File: config.mk
export PLATFORM = sky130hd
export DESIGN_NAME = msk_rnd_feeder
export DESIGN_NICKNAME = d
export VERILOG_FILES = /design/src/rtl/msk_prng_pkg.sv /design/src/rtl/msk_lfsr128_step.sv /design/src/rtl/msk_rnd_feeder.sv
export SDC_FILE = /design/constraint.sdc
export NUM_CORES = 1
export LEC_CHECK = 0
export BUFFER_PORTS_ARGS = -buffer_cell sky130_fd_sc_hd__buf_2
export CAP_MARGIN = 30
export CORE_ASPECT_RATIO = 0.9
export CORE_MARGIN = 3
export CORE_UTILIZATION = 47
export CTS_BUF_LIST = sky130_fd_sc_hd__clkbuf_2
export DETAILED_ROUTE_END_ITERATION = 6
export PLACE_DENSITY = 0.63
export SYNTH_ARGS = -nofsm -noshare
export SYNTH_HDL_FRONTEND = slang
export SYNTH_SLANG_ARGS = --single-unit
File: constraint.sdc
create_clock -name clk -period 3.2 [get_ports clk]
set_input_delay 0.64 -clock clk [delete_from_list [all_inputs] [get_ports clk]]
set_output_delay 0.64 -clock clk [all_outputs]
set_load 0.005 [all_outputs]
File: src/rtl/msk_prng_pkg.sv
// Shared types and constants for the masked-gadget randomness feeder.
// Holds the FSM state enum, LFSR geometry, feedback taps and zero-seed value.
package msk_prng_pkg;

  typedef enum logic [1:0] {
    LOAD   = 2'd0,
    WARMUP = 2'd1,
    RUN    = 2'd2
  } state_e;

  localparam int LFSR_W  = 128;
  localparam int SEED_W  = 32;
  localparam int N_CHUNK = 4;

  // x^128 + x^29 + x^27 + x^2 + 1 as 0-based register bit indices
  localparam int TAP0 = 127;
  localparam int TAP1 = 28;
  localparam int TAP2 = 26;
  localparam int TAP3 = 1;

  // An all-zero LFSR would lock up, so it is replaced by this value
  localparam logic [LFSR_W-1:0] ZERO_SEED_SUB = {{(LFSR_W-1){1'b0}}, 1'b1};

endpackage

File: src/rtl/msk_lfsr128_step.sv
// Combinational STEPS-fold unrolled advance of the 128-bit Fibonacci LFSR.
// Ports: state_i current state, state_o state after STEPS shifts toward MSB.
module msk_lfsr128_step
  import msk_prng_pkg::*;
#(
  parameter int STEPS = 20
) (
  input  logic [LFSR_W-1:0] state_i,
  output logic [LFSR_W-1:0] state_o
);

  logic [LFSR_W-1:0] s;
  logic              fb;

  always_comb begin
    s  = state_i;
    fb = 1'b0;
    for (int i = 0; i < STEPS; i++) begin
      fb = s[TAP0] ^ s[TAP1] ^ s[TAP2] ^ s[TAP3];
      s  = {s[LFSR_W-2:0], fb};
    end
    state_o = s;
  end

endmodule

File: src/rtl/msk_rnd_feeder.sv
// Seeded LFSR randomness producer for masked gadgets (refresh + mult buses).
// Ports: clk/rst, seed_data/valid/ready handshake, rnd_en/valid/ref/mul.
module msk_rnd_feeder
  import msk_prng_pkg::*;
#(
  parameter int RND_REF_W  = 4,
  parameter int RND_MUL_W  = 16,
  parameter int WARMUP_CYC = 128
) (
  input  logic                 clk,
  input  logic                 rst,
  input  logic [SEED_W-1:0]    seed_data,
  input  logic                 seed_valid,
  output logic                 seed_ready,
  input  logic                 rnd_en,
  output logic                 rnd_valid,
  output logic [RND_REF_W-1:0] rnd_ref,
  output logic [RND_MUL_W-1:0] rnd_mul
);

  localparam int N   = RND_REF_W + RND_MUL_W;
  localparam int WCW = $clog2(WARMUP_CYC + 1);
  localparam logic [WCW-1:0] WLAST = WCW'(WARMUP_CYC - 1);
  localparam logic [1:0]     CLAST = 2'(N_CHUNK - 1);

  state_e            state_q, state_d;
  logic [1:0]        chunk_q, chunk_d;
  logic [WCW-1:0]    warm_q, warm_d;
  logic [LFSR_W-1:0] lfsr_q, lfsr_d;
  logic [LFSR_W-1:0] lfsr_adv, lfsr_ld;
  logic              ready_q, ready_d;
  logic              valid_q, valid_d;
  logic              seed_hs;

  assign seed_hs = seed_valid & ready_q;

  msk_lfsr128_step #(
    .STEPS(N)
  ) u_step (
    .state_i(lfsr_q),
    .state_o(lfsr_adv)
  );

  // The chunk counter wraps to 0 after the 4th chunk, so a reseed
  // from RUN naturally lands in chunk 0.
  always_comb begin
    lfsr_ld = lfsr_q;
    lfsr_ld[{chunk_q, 5'd0} +: SEED_W] = seed_data;
  end

  always_ff @(posedge clk) begin
    if (rst) state_q <= LOAD;
    else     state_q <= state_d;
  end

  always_comb begin
    state_d = state_q;
    unique case (state_q)
      LOAD:    if (seed_hs && chunk_q == CLAST) state_d = WARMUP;
      WARMUP:  if (warm_q == WLAST) state_d = RUN;
      RUN:     if (seed_hs) state_d = LOAD;
      default: state_d = LOAD;
    endcase
  end

  always_comb begin
    ready_d = (state_d != WARMUP);
    valid_d = (state_d == RUN);
  end

  always_comb begin
    chunk_d = chunk_q;
    warm_d  = warm_q;
    lfsr_d  = lfsr_q;
    unique case (state_q)
      LOAD: begin
        if (seed_hs) begin
          chunk_d = chunk_q + 2'd1;
          warm_d  = '0;
          lfsr_d  = lfsr_ld;
          if (chunk_q == CLAST && lfsr_ld == '0)
            lfsr_d = ZERO_SEED_SUB;
        end
      end
      WARMUP: begin
        lfsr_d = lfsr_adv;
        warm_d = warm_q + 1'b1;
      end
      RUN: begin
        if (seed_hs) begin
          chunk_d = chunk_q + 2'd1;
          lfsr_d  = lfsr_ld;
        end else if (rnd_en && valid_q) begin
          lfsr_d = lfsr_adv;
        end
      end
      default: ;
    endcase
  end

  always_ff @(posedge clk) begin
    if (rst) begin
      chunk_q <= '0;
      warm_q  <= '0;
      lfsr_q  <= '0;
      ready_q <= 1'b1;
      valid_q <= 1'b0;
    end else begin
      chunk_q <= chunk_d;
      warm_q  <= warm_d;
      lfsr_q  <= lfsr_d;
      ready_q <= ready_d;
      valid_q <= valid_d;
    end
  end

  assign seed_ready = ready_q;
  assign rnd_valid  = valid_q;
  assign rnd_ref = lfsr_q[RND_REF_W-1:0] & {RND_REF_W{valid_q}};
  assign rnd_mul = lfsr_q[N-1:RND_REF_W] & {RND_MUL_W{valid_q}};

endmodule

== Word-level counts from Yosys, hierarchy flattened ==
Cells that the tools add are included.

* Output and inout port bits: 22
* Register bits after elaboration: 142

* Reduce and logical (&&, ||, !) cells: 11
* Add/subtract/negate cells: 3
* Eq/ne operators: 8
* Bitwise gates (word level): 63
* Shift-type cells: 2
* Mux-type cells: 12

{| class="wikitable"
|+ Operators by type and width
! cell !! number
|-
| 2-to-1 mux 128 bit || 4
|-
| case mux 128 bit (3 select lines) || 1
|-
| bitwise mux 128 bit || 1
|-
| logical NOT 128 bit || 1
|-
| variable shift 32 x 9 -> 128 bit, first input constant || 1
|-
| variable part select 32 x 9 -> 128 bit || 1
|-
| bitwise XOR 1 bit || 60
|-
| AND 16 bit || 1
|-
| case mux 8 bit (2 select lines) || 1
|-
| negator 7 -> 9 bit || 1
|-
| adder 8 x 1 -> 8 bit, second input constant || 1
|-
| == test 8 x 7 -> 1 bit, second input constant || 1
|-
| 2-to-1 mux 8 bit || 1
|-
| == test 2 bit, second input constant || 3
|-
| 2-to-1 mux 2 bit || 3
|-
| case mux 2 bit (3 select lines) || 1
|-
| AND 4 bit || 1
|-
| AND reduction 2 bit || 2
|-
| logical AND 1 bit || 3
|-
| inequality test 3 bit, second input constant || 1
|-
| AND reduction 3 bit || 1
|-
| nonzero test 3 bit || 1
|-
| adder 2 x 1 -> 2 bit, second input constant || 1
|-
| == test 2 x 1 -> 1 bit, second input constant || 1
|-
| other kinds (6) || 6
|}

== Longest topological paths before layout ==
* Depth in word-level cells: 15
* Gate-level depth with buffers: 10

== By module ==
From an unflattened synthesis, not the netlist that was laid out.

* Cell total of the unflattened synthesis: 1314
* Area, all modules: 9864.5 um^2

{| class="wikitable"
|+ By module, submodules not included
! module !! area each (um^2) !! cells each !! times used
|-
| msk_rnd_feeder || 8394.3 || 1138 || 1
|-
| msk_lfsr128_step || 1470.2 || 176 || 1
|}

== Worst setup path after synthesis ==
No wires, ideal clock.

* Kind: in2reg
* From: input port seed_data[8]
* To: register lfsr_q[0]
* Setup slack: 0.676 ns
* Arrival time: 2.436 ns
* Stages on the path: 7
* Cells stage by stage: or3_1 > o41a_1 > a2111oi_2 > nand4b_1 > nor4_1 > a21oi_1 > o32ai_2

* Cells in the longest elaborated chain, start to end: 7
* Elaborated cells between the ends (all ways): 8
* Classes of those cells: shift: 1; mux: 5; reduce/logical: 2

{| class="wikitable"
|+ Ends and longest elaborated chain
! item !! RTL line !! text
|-
| start, declared || msk_rnd_feeder.sv:12 || <nowiki>input logic [SEED_W-1:0] seed_data,</nowiki>
|-
| variable part select 32 x 9 -> 128 bit (*) || msk_rnd_feeder.sv:48 || <nowiki>lfsr_ld[{chunk_q, 5'd0} +: SEED_W] = seed_data;</nowiki>
|-
| bitwise mux 128 bit (*) || msk_rnd_feeder.sv:48 ||
|-
| logical NOT 128 bit || msk_rnd_feeder.sv:81 || <nowiki>if (chunk_q == CLAST && lfsr_ld == '0)</nowiki>
|-
| logical AND 1 bit || msk_rnd_feeder.sv:81 ||
|-
| 2-to-1 mux 128 bit || msk_rnd_feeder.sv:81 ||
|-
| 2-to-1 mux 128 bit || msk_rnd_feeder.sv:77 || <nowiki>if (seed_hs) begin</nowiki>
|-
| case mux 128 bit (3 select lines) (*) || msk_rnd_feeder.sv:75 || <nowiki>unique case (state_q)</nowiki>
|-
| end signal, assigned || msk_rnd_feeder.sv:111 || <nowiki>lfsr_q <= lfsr_d;</nowiki>
|-
| end, declared || msk_rnd_feeder.sv:29 || <nowiki>logic [LFSR_W-1:0] lfsr_q, lfsr_d;</nowiki>
|}

Mark *: on every way between the ends. The rest lies on a longest branch, timed or not. The select of a mux whose other input is x is not followed.
A chain may end at the register's enable or synchronous reset.

== Worst setup path after layout ==
* From: register chunk_q[0]
* To: register lfsr_q[1]

* Cells in the longest elaborated chain, start to end: 8
* Elaborated cells between the ends (all ways): 11
* Classes of those cells: add/sub: 1; eq/ne: 1; shift: 2; mux: 5; reduce/logical: 2

{| class="wikitable"
|+ Ends and longest elaborated chain
! item !! RTL line !! text
|-
| start, declared || msk_rnd_feeder.sv:27 || <nowiki>logic [1:0] chunk_q, chunk_d;</nowiki>
|-
| start signal, assigned || msk_rnd_feeder.sv:109 || <nowiki>chunk_q <= chunk_d;</nowiki>
|-
| negator 7 -> 9 bit || msk_rnd_feeder.sv:48 ||
|-
| variable part select 32 x 9 -> 128 bit or variable shift 32 x 9 -> 128 bit (tied branches) || msk_rnd_feeder.sv:48 ||
|-
| bitwise mux 128 bit || msk_rnd_feeder.sv:48 ||
|-
| logical NOT 128 bit || msk_rnd_feeder.sv:81 ||
|-
| logical AND 1 bit || msk_rnd_feeder.sv:81 ||
|-
| 2-to-1 mux 128 bit || msk_rnd_feeder.sv:81 ||
|-
| 2-to-1 mux 128 bit || msk_rnd_feeder.sv:77 ||
|-
| case mux 128 bit (3 select lines) (*) || msk_rnd_feeder.sv:75 ||
|}

Marks and branches as above.

==> impl_results.html <==
<table>
<tr><th>Metric</th><th>Value</th></tr>
<tr><th colspan="2">Floorplan</th></tr>
<tr><td>Placeable core area</td><td>just under 20,000 um2</td></tr>
<tr><td>Top Ports</td><td>a little under 60</td></tr>
<tr><td>Horizontal extent of the die</td><td>around 160 um</td></tr>
<tr><td>Die area</td><td>approximately 22,000 um2</td></tr>
<tr><td>Standard-cell rows</td><td>48</td></tr>
<tr><td>Initial core utilization</td><td>48.6%</td></tr>
<tr><td>Floorplan die height</td><td>around 140 um</td></tr>
<tr><th colspan="2">Logic synthesis</th></tr>
<tr><td>Net count after synthesis</td><td>~1,400</td></tr>
<tr><td>Share of async-settable or async-resettable flops after synthesis</td><td>0%</td></tr>
<tr><td>Syn. warnings</td><td>0</td></tr>
<tr><td>Synth top area share</td><td>30.1%</td></tr>
<tr><td>Netlist cell types</td><td>between 60 and 70</td></tr>
<tr><td>Syn Area/Cell</td><td>approximately 7 um2</td></tr>
<tr><td>Total of flip-flops plus latches after synthesis</td><td>142</td></tr>
<tr><td>Synthesized instance count</td><td>1,312</td></tr>
<tr><td>Cell taking the most area after synthesis</td><td>dfxtp_1</td></tr>
<tr><td>Cells taking the most area after synthesis</td><td>dfxtp_1 30%, nor2_1 9.1%, a211oi_1 9.0%</td></tr>
<tr><td>Number of flops mapped to enable cells by yosys</td><td>0</td></tr>
<tr><td>Share of synthesized area occupied by flip-flops and latches</td><td>30.1%</td></tr>
<tr><td>Post-synthesis instance area</td><td>between 9000 and 10,000 um2</td></tr>
<tr><td>Most instantiated flip-flop cell in the synthesis netlist</td><td>dfxtp_1</td></tr>
<tr><th colspan="2">Global route</th></tr>
<tr><td>Global-route wire length before repair</td><td>between 50 and 60 mm</td></tr>
<tr><td>Maximum number of pins on one net before global-route repair</td><td>about 100</td></tr>
<tr><td>Total grt overflow</td><td>0</td></tr>
<tr><td>Via count of the first global-routing pass</td><td>9,047</td></tr>
<tr><td>GRT Total Usage</td><td>between 30% and 40%</td></tr>
<tr><td>Initial antenna violation count</td><td>2</td></tr>
<tr><th colspan="2">Setup path</th></tr>
<tr><td>Nature of the critical path startpoint</td><td>flop</td></tr>
<tr><td>CP max stage delay</td><td>between 0.6 and 0.7 ns</td></tr>
<tr><td>Worst R2R Start</td><td>chunk_q[0]</td></tr>
<tr><td>Setup slack, reg-to-reg</td><td>roughly 0.21 ns</td></tr>
<tr><td>Worst Setup End Kind</td><td>flop</td></tr>
<tr><td>Crit path DAT</td><td>about 3.7 ns</td></tr>
<tr><td>Worst reg-to-reg path cell count</td><td>7</td></tr>
<tr><td>Required time of the critical path</td><td>between 3 and 4 ns</td></tr>
<tr><td>Family with the most delay on the worst path</td><td>simple AND/OR/NAND/NOR gates</td></tr>
<tr><td>Reg2reg end</td><td>lfsr_q[1]</td></tr>
<tr><td>Crit Path Max Fanout</td><td>28</td></tr>
<tr><td>Critical-path top delay cell</td><td>nor4bb_4</td></tr>
<tr><td>Buffers &amp; Inverters on Critical Path</td><td>2</td></tr>
<tr><td>Start-to-end type of the worst setup path</td><td>flop to flop</td></tr>
<tr><td>List of cells traversed by the critical path</td><td>inv_1, ha_1, nor4bb_4, buf_4, nor3b_1, a22oi_1, o32ai_1</td></tr>
<tr><th colspan="2">Placement</th></tr>
<tr><td># port buffers</td><td>57</td></tr>
<tr><td>Hpwl dp</td><td>25.6 mm</td></tr>
<tr><td>Weighted congestion at the end of routability-driven global placement</td><td>roughly 0.98</td></tr>
<tr><th colspan="2">Detailed routing</th></tr>
<tr><td>Wire length on met2</td><td>~16 mm</td></tr>
<tr><td>Number of iterations in the first detailed-routing pass</td><td>7</td></tr>
<tr><td>WL met3</td><td>between 4 and 5 mm</td></tr>
<tr><td>Vias per inst</td><td>about 6.5</td></tr>
<tr><td>Detailed Route WL</td><td>~38 mm</td></tr>
<tr><td>Wire length on met1</td><td>roughly 16 mm</td></tr>
<tr><td>Number of remaining DRC errors</td><td>1</td></tr>
<tr><td>Uppermost routed layer</td><td>met4</td></tr>
<tr><td>DR iter-0 viols</td><td>around 1,600</td></tr>
<tr><td>WL/cell</td><td>around 24 um</td></tr>
<tr><td>Number of nets with antenna violations after detailed routing</td><td>0</td></tr>
<tr><td>Via count of the routed design</td><td>a little over 10,000</td></tr>
<tr><th colspan="2">Layout</th></tr>
<tr><td>Fraction of final layout cells with drive strength greater than 1</td><td>between 10% and 20%</td></tr>
<tr><td>Commonest cells after routing, fill and taps aside</td><td>230 x nor2_1, 142 x dfxtp_1, 141 x a21oi_1, 124 x nor3_1, 113 x a211oi_1</td></tr>
<tr><td>Final Util</td><td>52.4%</td></tr>
<tr><td>Most common cell after layout, fill and taps aside</td><td>nor2_1</td></tr>
<tr><td>Signed area change from the synthesized netlist to the final layout</td><td>7.93%</td></tr>
<tr><td>Final layout net count</td><td>about 1,300</td></tr>
<tr><td>Filler cell count</td><td>approximately 2,000</td></tr>
<tr><th colspan="2">Clocking</th></tr>
<tr><td>Clock slew seen by the registers of the worst setup and hold paths</td><td>0.25 ns</td></tr>
<tr><td>CTS HTree Levels</td><td>4</td></tr>
<tr><td>Insertion delay of the later-clocked pin in the worst-skew pair</td><td>a little under 0.8 ns</td></tr>
<tr><td>Number of buffers added for setup after CTS</td><td>0</td></tr>
<tr><td>Clock sink count</td><td>between 100 and 150</td></tr>
<tr><td>Gates resized, CTS repair</td><td>0</td></tr>
<tr><td>Number of buffers on the longest clock path</td><td>2</td></tr>
<tr><td>Number of hold buffers added after cts</td><td>0</td></tr>
<tr><td>CTS tree</td><td>yes</td></tr>
<tr><td>Clk root buf</td><td>clkbuf_2</td></tr>
<tr><td>Number of buffers added by the clock tree synthesis step</td><td>17</td></tr>
<tr><th colspan="2">Power</th></tr>
<tr><td>Worst vdd rail ir drop</td><td>between 200 and 300 uV</td></tr>
<tr><td>Leakage component of the power</td><td>about 4 nW</td></tr>
<tr><td>Total power per unit cell area</td><td>between 400 and 500 nW/um2</td></tr>
<tr><th colspan="2">STA</th></tr>
<tr><td>Achievable Freq</td><td>0.335 GHz</td></tr>
<tr><td>Period utilization</td><td>~93%</td></tr>
<tr><td>Pins Over Slew Limit</td><td>0</td></tr>
<tr><td>Setup repair after global routing missed its margin</td><td>false</td></tr>
<tr><td>Relative slew slack</td><td>between 40 and 50%</td></tr>
<tr><td>Setup_tns</td><td>0 ns</td></tr>
<tr><td>Least-Margin Pin Slew</td><td>0.854 ns</td></tr>
<tr><td>Endpoints failing setup</td><td>0</td></tr>
<tr><td>Clock period minus final worst setup slack</td><td>around 3.0 ns</td></tr>
<tr><td>Post-Route Skew</td><td>around 0.048 ns</td></tr>
<tr><td>Number of hold violations in the final report</td><td>0</td></tr>
<tr><th colspan="2">Hold path</th></tr>
<tr><td>Min-delay src</td><td>seed_data[8]</td></tr>
<tr><td>Cell count of the worst hold path</td><td>5</td></tr>
<tr><td>Worst Hold Class</td><td>input pin to flop</td></tr>
<tr><td>Worst Hold End</td><td>lfsr_q[72]</td></tr>
<tr><th colspan="2">Run status</th></tr>
<tr><td>Failing checks</td><td>DRC</td></tr>
<tr><td>Status</td><td>finished, violations left</td></tr>
<tr><th colspan="2">Job</th></tr>
<tr><td>Max-cap violation count</td><td>0</td></tr>
</table>
[cells by family (layout without fill, tap and decap cells)]
logic type | after synthesis | in the layout | synth area share, %
flip-flops | 142 | 142 | 30.1
adder cells (fa/ha/maj) | 11 | 11 | 1.46
buffers and inverters | 129 | 130 | 5.14
XOR/XNOR | 64 | 64 | 7.00
AO/OA/AOI/OAI | 336 | 336 | 22.6
multiplexers | 3 | 3 | 0.331
other | 0 | 1 | 0
AND/OR/NAND/NOR | 627 | 627 | 33.4
[sequential cells by signal, indices dropped and copies added (netlist names)]
name and count:
chunk_q 2, warm_q 8, lfsr_q 128, seed_ready 1, state_q 2, rnd_valid 1
[power by group]
group,internal [mW],switching [mW]
combinational,0.631,0.893
clock,0.309,0.796
sequential,1.91,0.258
[Yosys cell counts, types with 4 or more instances]
cell	number
a21oi_1	141
nand2b_1	35
clkbuf_1	113
dfxtp_1	142
or4_1	8
o41ai_1	5
nor2_1	230
a211oi_1	113
ha_1	11
nor3_1	124
xnor2_1	30
o221ai_1	12
and2_1	22
o21ai_1	4
nand2_1	16
inv_1	7
nand4_1	8
nor2b_1	95
o22ai_1	4
xor2_1	26
nand3_1	37
nor4_1	34
o21ai_0	27
buf_1	8
[through the flow]
step / setup slack [ns] / instance area, um2 / hold WS, ns / instances / power, mW
after floorplan: 0.676 / 9450 / 0.467 / 1312 / 3.19
after global routing: 0.0744 / 10200 / 0.361 / 1564 / 5.04
after CTS: 0.363 / 10200 / 0.344 / 1563 / 4.77
after detailed placement: 0.368 / 9960 / 0.505 / 1531 / 3.67
after global placement: 0.422 / 9960 / 0.491 / 1530 / 3.66
final: 0.214 / 10200 / 0.397 / 1564 / 4.79
[metal layers]
metal / track usage [%] / up-vias
met5: 0 / -
met4: 13.5 / 0
met3: 8.68 / 121
met2: 49.2 / 614
met1: 47.6 / 4759
li1: - / 4648
[worst max-delay path by stage]
| stage | from | to | depth (start not counted) |
|---|---|---|---|
| after global routing | chunk_q[0] | lfsr_q[1] | 7 |
| after floorplan | seed_data[8] | lfsr_q[0] | 7 |
| after CTS | chunk_q[0] | lfsr_q[0] | 10 |
| after global placement | seed_data[8] | lfsr_q[0] | 8 |
| final | chunk_q[0] | lfsr_q[1] | 7 |
| after detailed placement | chunk_q[0] | lfsr_q[0] | 10 |
[tightest hold or removal path, cell delays in order]
cell and delay [ns]:
buf_2 0.15, a21oi_1 0.08, nor2_1 0.09, a211oi_1 0.05
nor3_1 0.11
[cell type report]
type	instances	area [um2]	area share [%]
clock inverters	15	149	1.46
well taps	250	313	3.07
clock buffers	17	85.1	0.834
inverters	7	26.3	0.258
multi-input cells	1041	6190	60.7
flip-flops and latches	142	2840	27.9
diodes	1	2.50	0.0245
repair buffers	91	593	5.81
No activity file was read; power rests on OpenSTA's default activity.
